File: src/rtl/alu_pipe_if.sv
// Handshake and data bundle for alu_pipe: operand/opcode request side and
// registered result/flags response side.
interface alu_pipe_if #(
  parameter int WIDTH = 4
) ();

  logic             in_valid;
  logic             in_ready;
  logic [WIDTH-1:0] A;
  logic [WIDTH-1:0] B;
  logic [2:0]       Op;

  logic             out_valid;
  logic             out_ready;
  logic [WIDTH-1:0] R;
  logic             Z;
  logic             C;
  logic             N;
  logic             V;

  // Producer/consumer side: drives operands and accepts results.
  modport master (
    output in_valid, A, B, Op, out_ready,
    input  in_ready, out_valid, R, Z, C, N, V
  );

  // ALU side.
  modport slave (
    input  in_valid, A, B, Op, out_ready,
    output in_ready, out_valid, R, Z, C, N, V
  );

endinterface

File: src/rtl/alu_pipe.sv
// Two-stage pipelined ALU operand conditioner and adder with accumulator,
// carry flag and valid/ready flow control on both sides.
module alu_pipe #(
  parameter int WIDTH = 4
) (
  input  logic       clk,
  input  logic       reset,
  alu_pipe_if.slave  bus
);

  typedef enum logic [2:0] {
    OP_TRANSFER = 3'b000,
    OP_NEGATE   = 3'b001,
    OP_ADD      = 3'b010,
    OP_INC      = 3'b011,
    OP_SUB      = 3'b100,
    OP_ACC_ADD  = 3'b101,
    OP_ACC_SUB  = 3'b110,
    OP_ADC      = 3'b111
  } op_e;

  localparam int MSB = WIDTH - 1;

  // Stage 1: captured request.
  logic             s1_valid;
  logic [WIDTH-1:0] s1_a;
  logic [WIDTH-1:0] s1_b;
  op_e              s1_op;

  // Stage 2: registered result and architectural state.
  logic             out_valid;
  logic [WIDTH-1:0] r_q;
  logic             z_q;
  logic             c_q;
  logic             n_q;
  logic             v_q;
  logic [WIDTH-1:0] acc;
  logic             cf;

  // Flow control.
  logic adv;
  logic s1_load;
  logic s2_load;

  // Operand conditioning and adder.
  logic [WIDTH-1:0] a_mod;
  logic [WIDTH-1:0] b_mod;
  logic             cin;
  logic [WIDTH:0]   sum;
  logic [WIDTH-1:0] r_next;
  logic             c_next;
  logic             z_next;
  logic             n_next;
  logic             v_next;

  // ---------------------------------------------------------------------------
  // Handshake: stage 2 advances when empty or being drained; stage 1 can take
  // a new request whenever its content moves on in the same cycle.
  // ---------------------------------------------------------------------------
  assign adv          = !out_valid || bus.out_ready;
  assign bus.in_ready = !s1_valid || adv;
  assign s1_load      = bus.in_valid && bus.in_ready;
  assign s2_load      = s1_valid && adv;

  // NOTE: sequential state uses non-blocking assignments so every register
  // samples pre-edge values regardless of process ordering.
  always_ff @(posedge clk or negedge reset) begin
    if (!reset) begin
      s1_valid <= 1'b0;
    end else if (s1_load) begin
      s1_valid <= 1'b1;
    end else if (s2_load) begin
      s1_valid <= 1'b0;
    end
  end

  // NOTE: operand registers are qualified by s1_valid, so they carry no reset;
  // only control and architecturally visible state is cleared.
  always_ff @(posedge clk) begin
    if (s1_load) begin
      s1_a  <= bus.A;
      s1_b  <= bus.B;
      s1_op <= op_e'(bus.Op);
    end
  end

  // ---------------------------------------------------------------------------
  // Operand selection. ACC/CF are read live here, so a dependent op directly
  // behind its producer sees the value written at the producer's capture edge.
  // ---------------------------------------------------------------------------
  // NOTE: every always_comb output gets a default before the case, so no path
  // leaves a signal unassigned and no latch is inferred.
  always_comb begin
    a_mod = '0;
    b_mod = s1_a;
    cin   = 1'b0;
    case (s1_op)
      OP_TRANSFER: begin
        a_mod = '0;
        b_mod = s1_a;
        cin   = 1'b0;
      end
      OP_NEGATE: begin
        a_mod = '0;
        b_mod = ~s1_a;
        cin   = 1'b1;
      end
      OP_ADD: begin
        a_mod = s1_a;
        b_mod = s1_b;
        cin   = 1'b0;
      end
      OP_INC: begin
        a_mod = s1_a;
        b_mod = '0;
        cin   = 1'b1;
      end
      OP_SUB: begin
        a_mod = s1_a;
        b_mod = ~s1_b;
        cin   = 1'b1;
      end
      OP_ACC_ADD: begin
        a_mod = acc;
        b_mod = s1_a;
        cin   = 1'b0;
      end
      OP_ACC_SUB: begin
        a_mod = acc;
        b_mod = ~s1_a;
        cin   = 1'b1;
      end
      OP_ADC: begin
        a_mod = s1_a;
        b_mod = s1_b;
        cin   = cf;
      end
      default: begin
        a_mod = '0;
        b_mod = s1_a;
        cin   = 1'b0;
      end
    endcase
  end

  assign sum    = {1'b0, a_mod} + {1'b0, b_mod} + {{WIDTH{1'b0}}, cin};
  assign r_next = sum[MSB:0];
  assign c_next = sum[WIDTH];
  assign z_next = (r_next == '0);
  assign n_next = r_next[MSB];
  // Signed overflow: like-signed operands producing a result of the other sign.
  assign v_next = (a_mod[MSB] == b_mod[MSB]) && (r_next[MSB] != a_mod[MSB]);

  // ---------------------------------------------------------------------------
  // Stage 2: result register. ACC/CF advance only on capture, so a stalled op
  // cannot disturb them until it actually completes.
  // ---------------------------------------------------------------------------
  always_ff @(posedge clk or negedge reset) begin
    if (!reset) begin
      out_valid <= 1'b0;
      r_q       <= '0;
      z_q       <= 1'b0;
      c_q       <= 1'b0;
      n_q       <= 1'b0;
      v_q       <= 1'b0;
      acc       <= '0;
      cf        <= 1'b0;
    end else if (s2_load) begin
      out_valid <= 1'b1;
      r_q       <= r_next;
      z_q       <= z_next;
      c_q       <= c_next;
      n_q       <= n_next;
      v_q       <= v_next;
      acc       <= r_next;
      cf        <= c_next;
    end else if (bus.out_ready) begin
      out_valid <= 1'b0;
    end
  end

  assign bus.out_valid = out_valid;
  assign bus.R         = r_q;
  assign bus.Z         = z_q;
  assign bus.C         = c_q;
  assign bus.N         = n_q;
  assign bus.V         = v_q;

endmodule

File: src/flat_wrapper.sv
// flat-port wrapper written by rule: the top's interface ports become plain ports
module alu_pipe_flat 
#(
  parameter int WIDTH = 4
)
  (clk, reset, bus_in_valid, bus_A, bus_B, bus_Op, bus_out_ready, bus_in_ready, bus_out_valid, bus_R, bus_Z, bus_C, bus_N, bus_V);
  alu_pipe_if #(.WIDTH(WIDTH)) bus_i ();
  input  logic clk;
  input  logic reset;
  input wire logic [$bits(bus_i.in_valid)-1:0] bus_in_valid;
  input wire logic [$bits(bus_i.A)-1:0] bus_A;
  input wire logic [$bits(bus_i.B)-1:0] bus_B;
  input wire logic [$bits(bus_i.Op)-1:0] bus_Op;
  input wire logic [$bits(bus_i.out_ready)-1:0] bus_out_ready;
  output wire logic [$bits(bus_i.in_ready)-1:0] bus_in_ready;
  output wire logic [$bits(bus_i.out_valid)-1:0] bus_out_valid;
  output wire logic [$bits(bus_i.R)-1:0] bus_R;
  output wire logic [$bits(bus_i.Z)-1:0] bus_Z;
  output wire logic [$bits(bus_i.C)-1:0] bus_C;
  output wire logic [$bits(bus_i.N)-1:0] bus_N;
  output wire logic [$bits(bus_i.V)-1:0] bus_V;
  assign bus_i.in_valid = bus_in_valid;
  assign bus_i.A = bus_A;
  assign bus_i.B = bus_B;
  assign bus_i.Op = bus_Op;
  assign bus_i.out_ready = bus_out_ready;
  assign bus_in_ready = bus_i.in_ready;
  assign bus_out_valid = bus_i.out_valid;
  assign bus_R = bus_i.R;
  assign bus_Z = bus_i.Z;
  assign bus_C = bus_i.C;
  assign bus_N = bus_i.N;
  assign bus_V = bus_i.V;
  alu_pipe #(.WIDTH(WIDTH)) u_core (.clk(clk), .reset(reset), .bus(bus_i));
endmodule
File: config.mk
export PLATFORM = sky130hd
export DESIGN_NAME = alu_pipe_flat
export DESIGN_NICKNAME = d
export VERILOG_FILES = /design/src/rtl/alu_pipe_if.sv /design/src/rtl/alu_pipe.sv /design/src/flat_wrapper.sv
export SDC_FILE = /design/constraint.sdc
export NUM_CORES = 1
export LEC_CHECK = 0
export BUFFER_PORTS_ARGS = -buffer_cell sky130_fd_sc_hd__buf_2
export CAP_MARGIN = 20
export CORE_MARGIN = 3
export CORE_UTILIZATION = 47
export CTS_BUF_LIST = sky130_fd_sc_hd__clkbuf_4
export DETAILED_ROUTE_END_ITERATION = 8
export GPL_TIMING_DRIVEN = 1
export HOLD_SLACK_MARGIN = 0.02
export PLACE_DENSITY = 0.71
export REMOVE_ABC_BUFFERS = 1
export SLEW_MARGIN = 20
export SYNTH_ARGS = -nofsm -noshare
export SYNTH_HDL_FRONTEND = slang
export SYNTH_SLANG_ARGS = --single-unit
export TNS_END_PERCENT = 100
File: constraint.sdc
create_clock -name clk -period 3.2 [get_ports clk]
set_input_delay 0 -clock clk [delete_from_list [all_inputs] [get_ports clk]]
set_output_delay 0 -clock clk [all_outputs]
set_load 0.1 [all_outputs]
==> run summary <==
Clock tree
• **Max Buffers Root-to-Sink** 2
• **H-tree depth reported by CTS** 1
• **TritonCTS sink count** 20
• **library cell used as clock root buffer** sky130_fd_sc_hd__clkbuf_4
• **post-cts sizing count** 0
• **clock edge transition at the registers on the reported setup and hold paths** 0.11 ns
• **TritonCTS buffer count** 3
• **clock tree from TritonCTS** yes
• **setup repair bufs after CTS** 0
• **clock insertion delay at the later pin of the skew report** 0.30 ns
• **CTS hold repair buffers** 15

Critical path
• **Critical Path, Cell by Cell** buf_4 -> mux2i_1 -> nor2_1 -> a221o_1 -> fa_1 -> inv_1 -> fa_1 -> xor2_1 -> nor4bb_1 -> a22o_1
• **number of buffers and inverters on the critical path** 2
• **Worst R2R Start** u_core.s1_op[1]$_DFFE_PP_
• **worst reg-to-reg path cell count** 10
• **Worst path most repeated cell** sky130_fd_sc_hd__fa_1
• **critical path's slowest cell** sky130_fd_sc_hd__edfxtp_1
• **Critical Path Sink Type** flop
• **CP Data Arrival Time** 2.98 ns
• **Reg2Reg Capture Point** u_core.bus.Z$_DFFE_PN0P_
• **crit-path max FO** 15
• **worst setup path category** flop to flop
• **crit-path leading delay family** adder cells
• **internal reg-to-reg setup slack** 0.47 ns
• **stages on the worst setup path** 10
• **data required time at the worst endpoint** 3.45 ns
• **CP max stage delay** 0.55 ns
• **kind of start point of the critical path** flop

Synthesis
• **post-synthesis cell type with the largest combined area** sky130_fd_sc_hd__edfxtp_1
• **Synth Cell Area** 0.001219 mm²
• **number of flops mapped to enable cells by yosys** 11
• **fraction of the yosys area taken by sequential cells** 45.59%
• **top area cells in the synthesized netlist** sky130_fd_sc_hd__edfxtp_1, sky130_fd_sc_hd__dfrtp_1, sky130_fd_sc_hd__nand2_1
• **most frequent cell after synthesis** sky130_fd_sc_hd__nand2_1
• **share of flip-flops with an asynchronous set or reset after synthesis** 45.00%
• **Seq cells post-synth** 20
• **primary flip-flop cell chosen by synthesis mapping** sky130_fd_sc_hd__edfxtp_1
• **Synth top cells by count** sky130_fd_sc_hd__nand2_1, sky130_fd_sc_hd__edfxtp_1, sky130_fd_sc_hd__o21ai_0
• **average instance area after synthesis** 10.51 µm²
• **synthesis warning total** 0
• **count of distinct cell types in the synthesized netlist** 34
• **area share of the largest cell type after synthesis** 27.10%
• **gate count after technology mapping** 116

Layout
• **fraction of layout cells with a size suffix above 1** 24.03%
• **storage element area** 555.5 µm²
• **antenna cell count** 0
• **layout net count** 175
• **final core utilization** 65.72%
• **fill cell instance count of the final layout** 202
• **area taken by multi-input logic gates** 598.1 µm²
• **synthesis-to-layout area growth** 26.18%

Floorplan
• **chip width** 56.92 µm
• **die footprint** 0.003240 mm²
• **Die Y** 56.92 µm
• **starting density of the core** 52.09%
• **top-level I/O count** 25
• **number of cell rows** 17
• **placeable core region** 0.002340 mm²

Detailed routing
• **Vias per Instance** 5.637
• **via count** 1,026
• **number of violations reported at the end of detailed-routing iteration 0** 38
• **number of iterations in the first detailed-routing pass** 4
• **antenna-violating nets left** 0
• **Residual DRC** 0
• **overall routed net length** 2595 µm
• **Avg WL per Cell** 14.26 µm

Power
• **share of total power in the clock network** 17.5%
• **Switching Power** 575.2 µW
• **Worst IR Drop VDD** 705.0 µV
• **ratio of total power to cell area** 756.9 mW/mm²
• **sequential group share of total power** 31.8%
• **switching power as a share of total power** 49.42%
• **internal power consumption** 588.8 µW
• **leakage power summed over all cells** 0.0006819 µW
• **Logic pwr share** 50.7%

Timing
• **headroom to the max-slew limit** 68.17%
• **post-route minimum period** 2.732 ns
• **number of failing hold endpoints at the final stage** 0
• **pins over their slew limit** 0
• **final setup violation count** 0
• **max frequency** 366.0 MHz
• **share of the clock period used by the worst path after layout** 85.39%
• **actual slew at the worst max-slew pin** 0.4774 ns
• **aggregate negative setup slack** 0 ns
• **setup repair after global routing missed its margin** false
• **worst setup skew after layout** 0.0008522 ns

Placed design
• **hpwl dp** 1916 µm
• **quantity of I/O buffers inserted on ports** 24
• **placer's final routability congestion estimate** 0.9177

GRT
• **remaining global-route overflow** 0
• **overall routing resource usage** 18.42%
• **wire length of the first global-routing pass** 4705 µm
• **vias in the first global route** 1,051
• **number of antenna violations at the first check in global routing** 0
• **maximum number of pins on one net before global-route repair** 16

Outcome
• **result of the run** finished clean

Job
• **max-capacitance violation count** 0

Min path
• **Worst Hold Class** input port to async pin

## area by class of cell
| cell class | count | share of cell area [%] |
|---|---|---|
| clock buffers | 3 | 1.465 |
| multi-input cells | 86 | 38.89 |
| inverters | 3 | 0.7323 |
| clock inverters | 1 | 1.953 |
| repair buffers | 41 | 18.55 |
| well taps | 28 | 2.278 |
| flip-flops and latches | 20 | 36.13 |
## logic make-up after synthesis
logic type | Yosys count | share of synthesized area, %
muxes | 7 | 6.160
DFF | 20 | 45.59
buffers and inverters | 10 | 5.338
xor gates and xnor gates | 3 | 2.156
and+or+nand+nor | 42 | 18.58
adders and majority gates | 5 | 6.366
AOI/OAI and AO/OA | 29 | 15.81
## through the flow
stage	worst slack, ns	hold slack [ns]	power (µW)	std cells	cell area (µm²)
2_1_floorplan	0.2952	-0.2956	844.8	109	1165
3_3_place_gp	0.5720	-0.1417	944.9	163	1335
3_5_place_dp	0.5004	-0.1348	953.6	163	1335
4_1_cts	0.4694	0.05114	1176	182	1538
5_1_grt	0.2320	0.06988	1234	182	1538
6_report	0.4676	0.06366	1164	182	1538
## sequential cells by signal, summed over array words and instances (netlist names), 3 cells and up
name          cells
u_core.s1_op      3
u_core.bus.R      3
u_core.s1_b       4
u_core.s1_a       4
## routing by layer
layer,routed length (µm),track usage (%),vias up
met5,0,0,-
met4,47,8.278,0
met1,1120,23.61,497
li1,-,-,496
met2,1324,29.53,27
met3,103,4.138,6
## how the worst max path moves through the flow
stage                                    from                        to  slack (ns)
finish              u_core.s1_op[1]$_DFFE_PP_  u_core.bus.Z$_DFFE_PN0P_        0.47
global placement    u_core.s1_op[2]$_DFFE_PP_  u_core.bus.Z$_DFFE_PN0P_        0.57
detailed placement  u_core.s1_op[1]$_DFFE_PP_  u_core.bus.Z$_DFFE_PN0P_        0.50
floorplan            u_core.bus.N$_DFFE_PN0P_  u_core.bus.V$_DFFE_PN0P_        0.30
CTS                 u_core.s1_op[1]$_DFFE_PP_  u_core.bus.Z$_DFFE_PN0P_        0.47
global route        u_core.s1_op[2]$_DFFE_PP_  u_core.bus.Z$_DFFE_PN0P_        0.23
## worst register-to-register path, delay by kind of cell, from the launching register on
| kind | cells | cell delay (ns) |
|---|---|---|
| mux | 1 | 0.20 |
| buf+inv | 2 | 0.35 |
| flops | 1 | 0.55 |
| xor+xnor | 1 | 0.17 |
| fa+ha+maj | 2 | 0.61 |
| compound gates | 2 | 0.44 |
| simple gates | 2 | 0.36 |
## cell usage in the layout (no fill, tap or decap)
cell / n
sky130_fd_sc_hd__ha_1: 3
sky130_fd_sc_hd__buf_2: 24
sky130_fd_sc_hd__bufinv_16: 1
sky130_fd_sc_hd__a221o_1: 3
sky130_fd_sc_hd__nor4bb_1: 1
sky130_fd_sc_hd__nand2b_2: 1
sky130_fd_sc_hd__clkbuf_4: 3
sky130_fd_sc_hd__nand2_1: 17
sky130_fd_sc_hd__fa_1: 2
sky130_fd_sc_hd__nand2b_1: 8
sky130_fd_sc_hd__mux2_2: 4
sky130_fd_sc_hd__nor2b_1: 2
sky130_fd_sc_hd__nand3_1: 1
sky130_fd_sc_hd__dfrtp_1: 9
sky130_fd_sc_hd__a22o_1: 1
sky130_fd_sc_hd__buf_4: 2
sky130_fd_sc_hd__a21o_1: 3
sky130_fd_sc_hd__o21ai_0: 11
sky130_fd_sc_hd__xnor2_1: 1
sky130_fd_sc_hd__or2_4: 1
sky130_fd_sc_hd__inv_1: 3
sky130_fd_sc_hd__a32oi_1: 3
sky130_fd_sc_hd__nor2b_4: 1
sky130_fd_sc_hd__mux2i_1: 3
sky130_fd_sc_hd__dlygate4sd3_1: 15
sky130_fd_sc_hd__xor2_1: 2
sky130_fd_sc_hd__a21oi_1: 5
sky130_fd_sc_hd__a21boi_1: 1
sky130_fd_sc_hd__edfxtp_1: 11
sky130_fd_sc_hd__nand3b_1: 3
sky130_fd_sc_hd__nor4_1: 1
sky130_fd_sc_hd__and2_1: 1
sky130_fd_sc_hd__o2bb2ai_1: 1
sky130_fd_sc_hd__nor2_1: 5
sky130_fd_sc_hd__a221oi_1: 1
## power groups by stage
stage | clock network (µW) | registers, µW | logic, µW
after global placement | 0 | 374 | 571
after floorplan | 0 | 683 | 162
after detailed placement | 0 | 377 | 577
after global routing | 227 | 380 | 627
final | 204 | 370 | 590
after CTS | 212 | 371 | 592
(Power assumes the default switching activity.)
